$ cat src/rtl/dst_reg_pipe.sv
// dst_reg_pipe
//   Destination-register selector and tracking pipeline for the MIPS core.
//   Each cycle one of NSEL candidate write addresses is chosen by sel. The
//   choice is gated by we_in and registered into stage 0, and then carried
//   down DEPTH stages. Two decode source addresses are compared against
//   every stage, which gives per-stage hit vectors for forwarding and stall
//   logic.
//
// Ports
//   clk       rising-edge clock
//   reset     synchronous, active-high; clears every stage
//   cand      NSEL candidate addresses, candidate i at [i*AW +: AW]
//   sel       candidate index; out-of-range values pick the last candidate
//   we_in     decoded instruction writes a register
//   stall     decode stalled; a bubble enters stage 0
//   flush     kill the instruction entering stage 0
//   src_a     decode source address A (rs)
//   src_b     decode source address B (rt)
//   stg_addr  stage k address at [k*AW +: AW]
//   stg_we    stage k write-enable
//   hit_a     src_a matches a live write in stage k
//   hit_b     src_b matches a live write in stage k
module dst_reg_pipe #(
  parameter int AW    = 5,
  parameter int NSEL  = 3,
  parameter int SELW  = 2,
  parameter int DEPTH = 3
) (
  input  logic                  clk,
  input  logic                  reset,
  input  logic [NSEL*AW-1:0]    cand,
  input  logic [SELW-1:0]       sel,
  input  logic                  we_in,
  input  logic                  stall,
  input  logic                  flush,
  input  logic [AW-1:0]         src_a,
  input  logic [AW-1:0]         src_b,
  output logic [DEPTH*AW-1:0]   stg_addr,
  output logic [DEPTH-1:0]      stg_we,
  output logic [DEPTH-1:0]      hit_a,
  output logic [DEPTH-1:0]      hit_b
);

  logic [AW-1:0]              pick;
  logic                       ent_we;
  logic [AW-1:0]              ent_addr;

  logic [DEPTH-1:0][AW-1:0]   addr_q, addr_d;
  logic [DEPTH-1:0]           we_q, we_d;

  // The last candidate is the default. Unused sel encodings therefore
  // resolve to a defined value and cannot propagate X.
  always_comb begin
    pick = cand[(NSEL-1)*AW +: AW];
    for (int i = 0; i < NSEL - 1; i++) begin
      if (sel == SELW'(i)) pick = cand[i*AW +: AW];
    end
  end

  // A write to $0 is turned into a bubble. This keeps the rule that an
  // address is zero exactly when its stage holds no live write.
  always_comb begin
    ent_we   = we_in && (pick != '0);
    ent_addr = ent_we ? pick : '0;
  end

  // Downstream stages always advance. A stall only affects what enters
  // stage 0.
  always_comb begin
    addr_d = addr_q;
    we_d   = we_q;
    for (int k = 1; k < DEPTH; k++) begin
      addr_d[k] = addr_q[k-1];
      we_d[k]   = we_q[k-1];
    end
    if (stall || flush) begin
      addr_d[0] = '0;
      we_d[0]   = 1'b0;
    end else begin
      addr_d[0] = ent_addr;
      we_d[0]   = ent_we;
    end
  end

  always_ff @(posedge clk) begin
    if (reset) begin
      addr_q <= '0;
      we_q   <= '0;
    end else begin
      addr_q <= addr_d;
      we_q   <= we_d;
    end
  end

  // A source of $0 never hits. $0 is hard-wired and never forwarded.
  always_comb begin
    hit_a = '0;
    hit_b = '0;
    for (int k = 0; k < DEPTH; k++) begin
      hit_a[k] = we_q[k] && (addr_q[k] == src_a) && (src_a != '0);
      hit_b[k] = we_q[k] && (addr_q[k] == src_b) && (src_b != '0);
    end
  end

  assign stg_addr = addr_q;
  assign stg_we   = we_q;

endmodule

$ cat config.mk
export PLATFORM = sky130hd
export DESIGN_NAME = dst_reg_pipe
export DESIGN_NICKNAME = d
export VERILOG_FILES = /design/src/rtl/dst_reg_pipe.sv
export SDC_FILE = /design/constraint.sdc
export NUM_CORES = 1
export LEC_CHECK = 0
export ABC_AREA = 1
export CORE_MARGIN = 1
export CORE_UTILIZATION = 40
export CTS_CLUSTER_DIAMETER = 30
export CTS_CLUSTER_SIZE = 25
export DETAILED_ROUTE_END_ITERATION = 10
export GPL_TIMING_DRIVEN = 0
export PLACE_DENSITY = 0.82
export SLEW_MARGIN = 15
export SYNTH_ARGS = -nofsm -noshare
export SYNTH_HDL_FRONTEND = slang
export SYNTH_SLANG_ARGS = --single-unit
$ cat constraint.sdc
create_clock -name clk -period 3.1 [get_ports clk]
set_clock_uncertainty 0.1 [all_clocks]
set_input_delay 0.62 -clock clk [delete_from_list [all_inputs] [get_ports clk]]
set_output_delay 0.62 -clock clk [all_outputs]
set_load 0.02 [all_outputs]
; Word-level counts from Yosys, hierarchy flattened
; Index checks and enable logic that the tools add are counted.
; Widths: inputs -> output; s select.
[classes]
eq_ne = 7
muxes = 2
bitwise = 1
n_reduce_logical = 20
[ops]
columns = op, count
row1 = $eq 5x5->1, 6
row2 = $reduce_bool 5->1, 3
row3 = $logic_and 1x1->1, 13
row4 = $mux 5, 2
row5 = $reduce_or 3->1, 1
row6 = $eq 2x1->1 const B, 1
row7 = $logic_not 2->1, 1
row8 = $reduce_or 2->1, 1
row9 = $logic_or 1x1->1, 1
row10 = $not 1->1, 1
[word_totals]
ff_bits = 18
out_inout_bits = 24

; Logic depth before layout (Yosys ltp)
; Gate-level depths: netlist (run 1).
[depth]
ltp_word = 7
depth_mapped = 7

; Worst setup path before layout (run 1)
; No wires, ideal clock.
[synth_timing]
path_kind = input port to output port
start = in src_a[1]
end = out hit_a[2]
arrival_time_ns = 1.352
required_time_ns = 2.380
path_slack_ns = 1.028
stages = 4
path_buffers = 0
cell_sequence = inv_1 -> nand3_1 -> nand3_1 -> nor3_1
[synth_via]
elab_chain_cells = 3
word_cells_on_any_way = 4
[synth_lines]
columns = element, line
row1 = start: declaration, 36  ; input logic [AW-1:0] src_a,
row2 = $eq 5x5->1, 100  ; hit_a[k] = we_q[k] && (addr_q[k] == src_a) && (src_a != '0);
row3 = $logic_and 1x1->1, 100
row4 = $logic_and 1x1->1 *, 100
row5 = end: declaration, 40  ; output logic [DEPTH-1:0] hit_a,
; Mark *: on every way between the ends. The rest lies on a longest branch, timed or not.

; Final worst setup path (run 1)
[layout_timing]
start = in src_b[2]
end = out hit_b[2]
[layout_via]
elab_chain_cells = 3
word_cells_on_any_way = 4
[layout_lines]
columns = element, line
row1 = start: declaration, 37  ; input logic [AW-1:0] src_b,
row2 = $eq 5x5->1, 101  ; hit_b[k] = we_q[k] && (addr_q[k] == src_b) && (src_b != '0);
row3 = $logic_and 1x1->1, 101
row4 = $logic_and 1x1->1 *, 101
row5 = end: declaration, 41  ; output logic [DEPTH-1:0] hit_b
; Marks and branches as above.

==> results.cfg, run 1 <==
[outcome]
status = completed

[run]
drv_cap = 0

[min_path]
min_to = stg_we[1]
min-delay-start = stg_we[0]
min_path_type = reg -> reg
hold-path-cell-count = 2

[routing]
firstDrtPassIters = 4
dr.first_iter.drc_count = 18
wl_per_cell_um = 12.3
drc_errors = 0
drtAntennaViolNets = 0
viasPerCell = 5.02
wl_um = 2990
routed-via-count = 1220

[synthesis]
synth-simple-area-share = 0.328
synth_mux_area_frac = 0
synth_cell_types = 22
synth_edf_count = 0
synth.area.top_cells = dfxtp_1, nor2_1, inv_1
synth_top_family_by_area = simple AND/OR/NAND/NOR gates
ys_warn_count = 0
synthAdderAreaFrac = 0
synth_seq_cells = 18
synth.largest_area_cell = dfxtp_1
synth_cells = 154
synth_area_mm2 = 0.00104
synth-xor-area-share = 0.110
synthArstFlopShare = 0
synth_compound_area_frac = 0.113
synth_area_per_cell_um2 = 6.74
synth_nets = 186
synth-seq-area-share = 0.347
synth_flop_cell = dfxtp_1
yosysTopAreaCellShare = 0.347

[clock_network]
cts_setup_buffers = 0
cts.sinks = 18
worstSkewPairLatency_ns = 0.29
cts_buffer_depth = 2
hold_buffers = 0
cts_resized = 0
path_clk_slew_ns = 0.11
cts-htree-levels = 1
root_buffer = clkbuf_4
numCtsBuffers = 3
cts_tree = done

[critical_path]
r2r_end = stg_addr[8]
worstPathRequired_ns = 2.38
r2r_slack_ns = 2.35
critical_path_buf_inv_count = 2
setup.worst_path.start_class = input port
path_class = in -> out
cp.arrival_ns = 2.29
critPathCaptureType = output port
crit_path_max_fanout = 4
reg2reg_depth = 2
crit_path_top_delay_cell = clkdlybuf4s50_1
cp_top_family = buffers and inverters
cpPeakStageDelay_ns = 0.61
path_common_cell = clkdlybuf4s50_1
path_cells = clkdlybuf4s50_1, xnor2_1, nand4_1, nor2_1, clkdlybuf4s50_1
regToRegStartpoint = stg_addr[3]

[power]
leakagePower_uw = 0.000734
peakVddDrop_v = 0.000232
power_density_mw_per_mm2 = 294

[sta]
max_slew_margin = 0.688
period_needed_ns = 3.01
fmax_ghz = 0.333
rsz0062_at_grt = false
timing.final.crit_share = 0.970
tns_ns = 0
setup_viol = 0
slew_violations = 0
worstMarginPinSlew_ns = 0.468
setup_ws_ns = 0.0933
hold_viol_final = 0

[global_routing]
grt_max_degree = 11
grt.overflow.total = 0
grt_pass1_vias = 1162
grt_first_pass_wirelength_um = 4660
antenna_found_initial = 0
grt_util_all_layers = 0.232

[placement]
place_ws_ns = 0.0448
place_congestion = 0.830
io_buffers = 55
dp_hpwl_um = 2470
placed_cell_area_mm2 = 0.00163
dp.cells = 239

[floorplanning]
initial_core_util = 0.423
coreArea_mm2 = 0.00245
die_area_mm2 = 0.00280
die_h_um = 52.9
die_width_um = 52.9
ios = 56
rows = 18

[cells_and_area]
nets = 246
n_antenna_cell = 0
design_area_mm2 = 0.00167
layout_commonest_cell = clkdlybuf4s50_1
n_fill_cell = 220
instances_no_fill = 243
drive_gt1_frac = 0.0516
final_util = 0.681
area_growth_pct = 61.2
layout_common_cells = clkdlybuf4s50_1, nor2_1, inv_1
[sequential cells by signal, indices dropped and copies added (netlist names)]
register  flops
stg_addr     15
stg_we        3
[worst register-to-register path: stages (launching register included)]
cell and delay [ns]:
dfxtp_1 0.44, inv_1 0.07, nor2_1 0.08
[cells by family (layout without fill, tap and decap cells)]
group,count (synthesis),after routing
buffers and inverters,28,87
flip-flops,18,18
AO/OA/AOI/OAI,17,17
AND/OR/NAND/NOR,78,78
XOR/XNOR,13,13
[cell usage after synthesis, types with 2 or more instances]
library cell / count
nand3_1: 14
nand2_1: 25
dfxtp_1: 18
nor3_1: 3
o2111ai_1: 5
xnor2_1: 9
inv_1: 26
o22ai_1: 5
nor2_2: 2
nor2_1: 27
a21oi_1: 5
nand4_1: 2
xor2_1: 4
[power breakdown]
| part | total (uW) | internal, uW | switching (uW) |
|---|---|---|---|
| registers | 237 | 234 | 3.32 |
| clock network | 144 | 71.5 | 72.9 |
| logic | 110 | 60.1 | 49.9 |
[area by class of cell]
class                   count  area (um2)  share of cell area
flip-flops and latches     18         360               0.216
well taps                  30        37.5              0.0225
multi-input cells         108         572               0.342
plain buffers               1        3.75             0.00225
clock buffers               4        36.3              0.0217
inverters                  27         101              0.0606
repair buffers             55         561               0.335
[worst max-delay path by stage]
stage                     endpoint  slack, ns  cells after the start  startpoint
after floorplan           hit_a[2]       1.03                      4    src_a[1]
after global placement    hit_a[2]       0.07                      6    src_a[2]
after detailed placement  hit_a[2]       0.04                      6    src_a[2]
after CTS                 hit_a[2]       0.04                      6    src_a[2]
after global routing      hit_b[0]       0.02                      6    src_b[2]
final                     hit_b[2]       0.09                      5    src_b[2]
[per-stage QoR]
| step | hold slack [ns] | power, uW |
|---|---|---|
| global route | 0.397 | 516 |
| floorplan | 0.440 | 289 |
| detailed placement | 0.367 | 352 |
| finish | 0.385 | 492 |
| global placement | 0.369 | 349 |
| CTS | 0.375 | 492 |
[layer usage]
layer / vias up / routed length, um / global-route usage
li1: 612 / - / -
met1: 534 / 1100 / 0.227
met2: 68 / 1590 / 0.460
met3: 6 / 246 / 0.0431
met4: 0 / 51 / 0.101
met5: - / 0 / 0
(Power assumes the default switching activity.)
==> run 2: changes to the inputs <==
--- a/config.mk
+++ b/config.mk
@@ -7,12 +7,12 @@
 export LEC_CHECK = 0
 export ABC_AREA = 1
 export CORE_MARGIN = 1
-export CORE_UTILIZATION = 40
+export CORE_UTILIZATION = 35
 export CTS_CLUSTER_DIAMETER = 30
 export CTS_CLUSTER_SIZE = 25
 export DETAILED_ROUTE_END_ITERATION = 10
 export GPL_TIMING_DRIVEN = 0
-export PLACE_DENSITY = 0.82
+export PLACE_DENSITY = 0.76
 export SLEW_MARGIN = 15
 export SYNTH_ARGS = -nofsm -noshare
 export SYNTH_HDL_FRONTEND = slang
==> constraint.sdc (replaced) <==
create_clock -name clk -period 2.56 [get_ports clk]
set_clock_uncertainty 0.1 [all_clocks]
set_input_delay 0.512 -clock clk [delete_from_list [all_inputs] [get_ports clk]]
set_output_delay 0.512 -clock clk [all_outputs]
set_load 0.02 [all_outputs]
==> run 2 against run 1 <==
  * Via count fell by 1.5%
  * Die area rose by 14%
  * Clock power rose by 22%
  * Power rose by 21%
  * Utilization fell by 8.6 points
  * Highest routed layer unchanged
==> results.cfg, run 2 (synthesis results as in run 1) <==
[critical_path]
cp_top_family = buffers and inverters
path_cells = clkdlybuf4s50_1, inv_1, nand3_1, o2111ai_1, nor2_1, clkdlybuf4s15_1
worstPathRequired_ns = 1.95
regToRegStartpoint = stg_addr[6]
path_class = in -> out
cp.arrival_ns = 1.87
cpPeakStageDelay_ns = 0.52
crit_path_max_fanout = 5
critical_path_buf_inv_count = 3
crit_path_top_delay_cell = clkdlybuf4s50_1
reg2reg_depth = 2
startpoint = src_b[1]
crit_cells = 6
setup.worst_path.start_class = input port
critPathCaptureType = output port

[floorplanning]
rows = 19
die_width_um = 56.4
ios = 56
die_h_um = 56.4
initial_core_util = 0.373
coreArea_mm2 = 0.00278
die_area_mm2 = 0.00319

[global_routing]
grt_max_degree = 11
grt.overflow.total = 0
antenna_found_initial = 0
grt_first_pass_wirelength_um = 4460
grt_util_all_layers = 0.182
grt_pass1_vias = 1098

[cells_and_area]
nets = 246
layout_commonest_cell = clkdlybuf4s50_1
area_growth_pct = 59.5
largest_reg_flops = 15
n_antenna_cell = 0
layout_common_cells = clkdlybuf4s50_1, nor2_1, inv_1
design_area_mm2 = 0.00165
drive_gt1_frac = 0.0798

[routing]
firstDrtPassIters = 4
wl_um = 2870
routed-via-count = 1202
wl_per_cell_um = 11.7
viasPerCell = 4.93
drc_errors = 0
drtAntennaViolNets = 0
dr.first_iter.drc_count = 41

[clock_network]
cts.sinks = 18
root_buffer = clkbuf_4
numCtsBuffers = 3
cts-htree-levels = 1
worstSkewPairLatency_ns = 0.30
cts_buffer_depth = 2
cts_tree = done
path_clk_slew_ns = 0.10

[min_path]
min_path_type = reg -> reg
min-delay-start = stg_addr[9]
hold-path-cell-count = 2

[sta]
period_needed_ns = 2.48
hold_viol_final = 0
slew_violations = 0
worstMarginPinSlew_ns = 0.451
setup_viol = 0
rsz0062_at_grt = false
timing.final.crit_share = 0.969
tns_ns = 0
setup_ws_ns = 0.0794
fmax_ghz = 0.403
max_slew_margin = 0.699

[outcome]
status = completed

[power]
peakVddDrop_v = 0.000218
power_uw = 595
leakagePower_uw = 0.000693
power_density_mw_per_mm2 = 360

[placement]
place_congestion = 0.880
place_ws_ns = -0.331
dp_hpwl_um = 2440
io_buffers = 55
placed_cell_area_mm2 = 0.00163

[run]
drv_cap = 0
-- run 2: final timing paths --
check	to	slack, ns
max	hit_b[0]	0.08
min	stg_addr[14]	0.38
max reg2reg	stg_addr[11]	1.81
min reg2reg	stg_addr[14]	0.38
-- run 2: repair_timing --
item,CTS,global route
buffers inserted,0,0
hold buffers,0,0
endpoints found under the setup margin,6,6
gates resized for setup,10,12
-- run 2: per-layer routing --
metal / GRT usage / wire length (um) / vias to the layer above
li1: - / - / 613
met1: 0.174 / 1120 / 522
met2: 0.350 / 1440 / 58
met3: 0.0415 / 213 / 9
met4: 0.101 / 87 / 0
met5: 0 / 0 / -
-- run 2: area by class of cell --
| class | count | area [um2] |
|---|---|---|
| fill | 263 | 1130 |
| clock buffer | 4 | 36.3 |
| timing repair buffer | 55 | 532 |
| buffer | 1 | 3.75 |
| tap | 31 | 38.8 |
| multi-input combinational | 108 | 582 |
| inverter | 27 | 101 |
| sequential | 18 | 360 |
-- run 2: power by group --
part | total (uW) | switching (uW) | internal, uW
sequential | 287 | 3.99 | 283
combinational | 131 | 59.7 | 71.5
clock | 176 | 89.6 | 86.9
total | 595 | 153 | 442
-- run 2: worst register-to-register path: cells and delay by family, from the launching register on --
family,cells,cell delay (ns)
buffers and inverters,1,0.10
DFF,1,0.41
and+or+nand+nor,1,0.08
-- run 2: metrics by stage --
stage,util,std cells,hold WS (ns)
floorplan,-,154,0.440
global placement,0.585,240,0.370
detailed placement,0.585,240,0.372
CTS,0.598,244,0.386
global route,0.595,244,0.416
finish,0.595,244,0.385
==> run 3: changes to the inputs <==
--- a/config.mk
+++ b/config.mk
@@ -7,12 +7,13 @@
 export LEC_CHECK = 0
 export ABC_AREA = 1
 export CORE_MARGIN = 1
-export CORE_UTILIZATION = 35
+export CORE_UTILIZATION = 36
+export CTS_BUF_LIST = sky130_fd_sc_hd__clkbuf_4 sky130_fd_sc_hd__clkbuf_8
 export CTS_CLUSTER_DIAMETER = 30
 export CTS_CLUSTER_SIZE = 25
 export DETAILED_ROUTE_END_ITERATION = 10
 export GPL_TIMING_DRIVEN = 0
-export PLACE_DENSITY = 0.76
+export PLACE_DENSITY = 0.78
 export SLEW_MARGIN = 15
 export SYNTH_ARGS = -nofsm -noshare
 export SYNTH_HDL_FRONTEND = slang
==> run 3 against run 2 <==
  * Sequential cell count is the same
  * Non-clock buffer count is the same
  * First-iteration DRC count shrank 46%
  * Sequential share of layout area shrank 0.18 points
  * Cell count is the same
  * Count of clock-buffer cells in the layout is the same
  * Power shrank 1.1%
  * Combinational power is essentially flat
  * Setup slack gained 0.0084 ns
  * Sequential power is essentially flat
  * Critical path type unchanged
  * Largest cell class unchanged
  * Largest power group unchanged
==> results.cfg, run 3 (synthesis results as in run 1) <==
[power]
leakagePower_uw = 0.000703
peakVddDrop_v = 0.000223
power_density_mw_per_mm2 = 353

[sta]
period_needed_ns = 2.47
setup_viol = 0
timing.final.crit_share = 0.966
max_slew_margin = 0.689
fmax_ghz = 0.404
hold_viol_final = 0
slew_violations = 0
worstMarginPinSlew_ns = 0.467
setup_ws_ns = 0.0878

[routing]
met2_length_um = 1360
drtAntennaViolNets = 0
dr.first_iter.drc_count = 22
routed-via-count = 1209
viasPerCell = 4.95
wl_um = 2670
firstDrtPassIters = 4
met1_length_um = 1050
drc_errors = 0
routed.top_layer = met4
route.met3.wl_um = 201
wl_per_cell_um = 11.0

[clock_network]
cts-htree-levels = 1
path_clk_slew_ns = 0.10
cts_tree = done
cts_setup_buffers = 0
worstSkewPairLatency_ns = 0.29
root_buffer = clkbuf_4
cts_buffer_depth = 2
numCtsBuffers = 3
cts.sinks = 18

[min_path]
min_to = stg_we[1]
min_path_type = reg -> reg
hold-path-cell-count = 2
min-delay-start = stg_we[0]

[floorplanning]
coreArea_mm2 = 0.00273
initial_core_util = 0.379
die_width_um = 55.7
rows = 19
die_h_um = 55.7
ios = 56
die_area_mm2 = 0.00310

[placement]
place_ws_ns = -0.293
io_buffers = 55
place_congestion = 0.825
dp_hpwl_um = 2280
placed_cell_area_mm2 = 0.00163

[critical_path]
path_cells = clkdlybuf4s50_1, inv_1, o22ai_1, nor2_1, nand3_1, nor2_1, clkdlybuf4s15_1
r2r_slack_ns = 1.80
path_class = in -> out
crit_path_max_fanout = 6
crit_path_top_delay_cell = clkdlybuf4s50_1
r2r_end = stg_addr[6]
critPathCaptureType = output port
cp_top_family = buffers and inverters
reg2reg_depth = 2
startpoint = src_b[3]
cpPeakStageDelay_ns = 0.44
setup.worst_path.start_class = input port
path_common_cell = nor2_1
critical_path_buf_inv_count = 3
worstPathRequired_ns = 1.95
regToRegStartpoint = stg_addr[1]
cp.arrival_ns = 1.86

[cells_and_area]
area_growth_pct = 60.8
nets = 246
n_antenna_cell = 0
layout_common_cells = clkdlybuf4s50_1, nor2_1, inv_1
drive_gt1_frac = 0.0704
design_area_mm2 = 0.00167
largest_reg_flops = 15
layout_commonest_cell = clkdlybuf4s50_1

[global_routing]
grt.overflow.total = 0
grt_util_all_layers = 0.182
grt_first_pass_wirelength_um = 4470
antenna_found_initial = 0
grt_pass1_vias = 1103
grt_max_degree = 11

[outcome]
status = completed

[run]
drv_cap = 0
run 3: what timing repair did:
item                                    CTS  global route
endpoints found under the setup margin    6             6
hold buffers                              0             0
gates cloned                              0             0
resized for setup                         7            11
hold endpoints to repair                  0             0
run 3: cell type report:
class                   count  area [um2]
plain buffers               1        3.75
clock buffers               4        36.3
fillers                   257        1070
inverters                  27         101
multi-input cells         108         582
flip-flops and latches     18         360
well taps                  31        38.8
repair buffers             55         546
run 3: routing by layer:
layer / up-vias / track usage
li1: 612 / -
met5: - / 0
met3: 6 / 0.0349
met1: 534 / 0.203
met4: 0 / 0.0929
met2: 57 / 0.325
run 3: how the worst max path moves through the flow:
stage	to	slack, ns	cells past startpoint
after global placement	hit_a[2]	-0.27	6
after floorplan	hit_a[2]	0.70	4
after detailed placement	hit_a[2]	-0.29	6
final	hit_b[1]	0.09	7
after global routing	hit_b[1]	-0.006	7
after CTS	hit_a[2]	0.0009	6
run 3: power breakdown:
group          internal (uW)  switching (uW)  leakage, uW
registers                283            3.86     0.000145
clock network           86.6            84.0    0.0000210
logic                   72.4            58.3     0.000537
total                    443             146     0.000703
run 3: worst min-delay path, cell delays in order, from the launching register on:
cell and delay [ns]:
dfxtp_1 0.32, inv_1 0.08, nor2_1 0.04
run 3: stage by stage:
step | hold WS, ns | cells | TNS, ns | power, uW | utilization
after global routing | 0.404 | 244 | -0.00561 | 623 | 0.610
after detailed placement | 0.368 | 240 | -1.43 | 425 | 0.595
after global placement | 0.367 | 240 | -1.35 | 424 | 0.595
after floorplan | 0.440 | 154 | 0 | 350 | -
final | 0.374 | 244 | 0 | 589 | 0.610
after CTS | 0.378 | 244 | 0 | 595 | 0.607
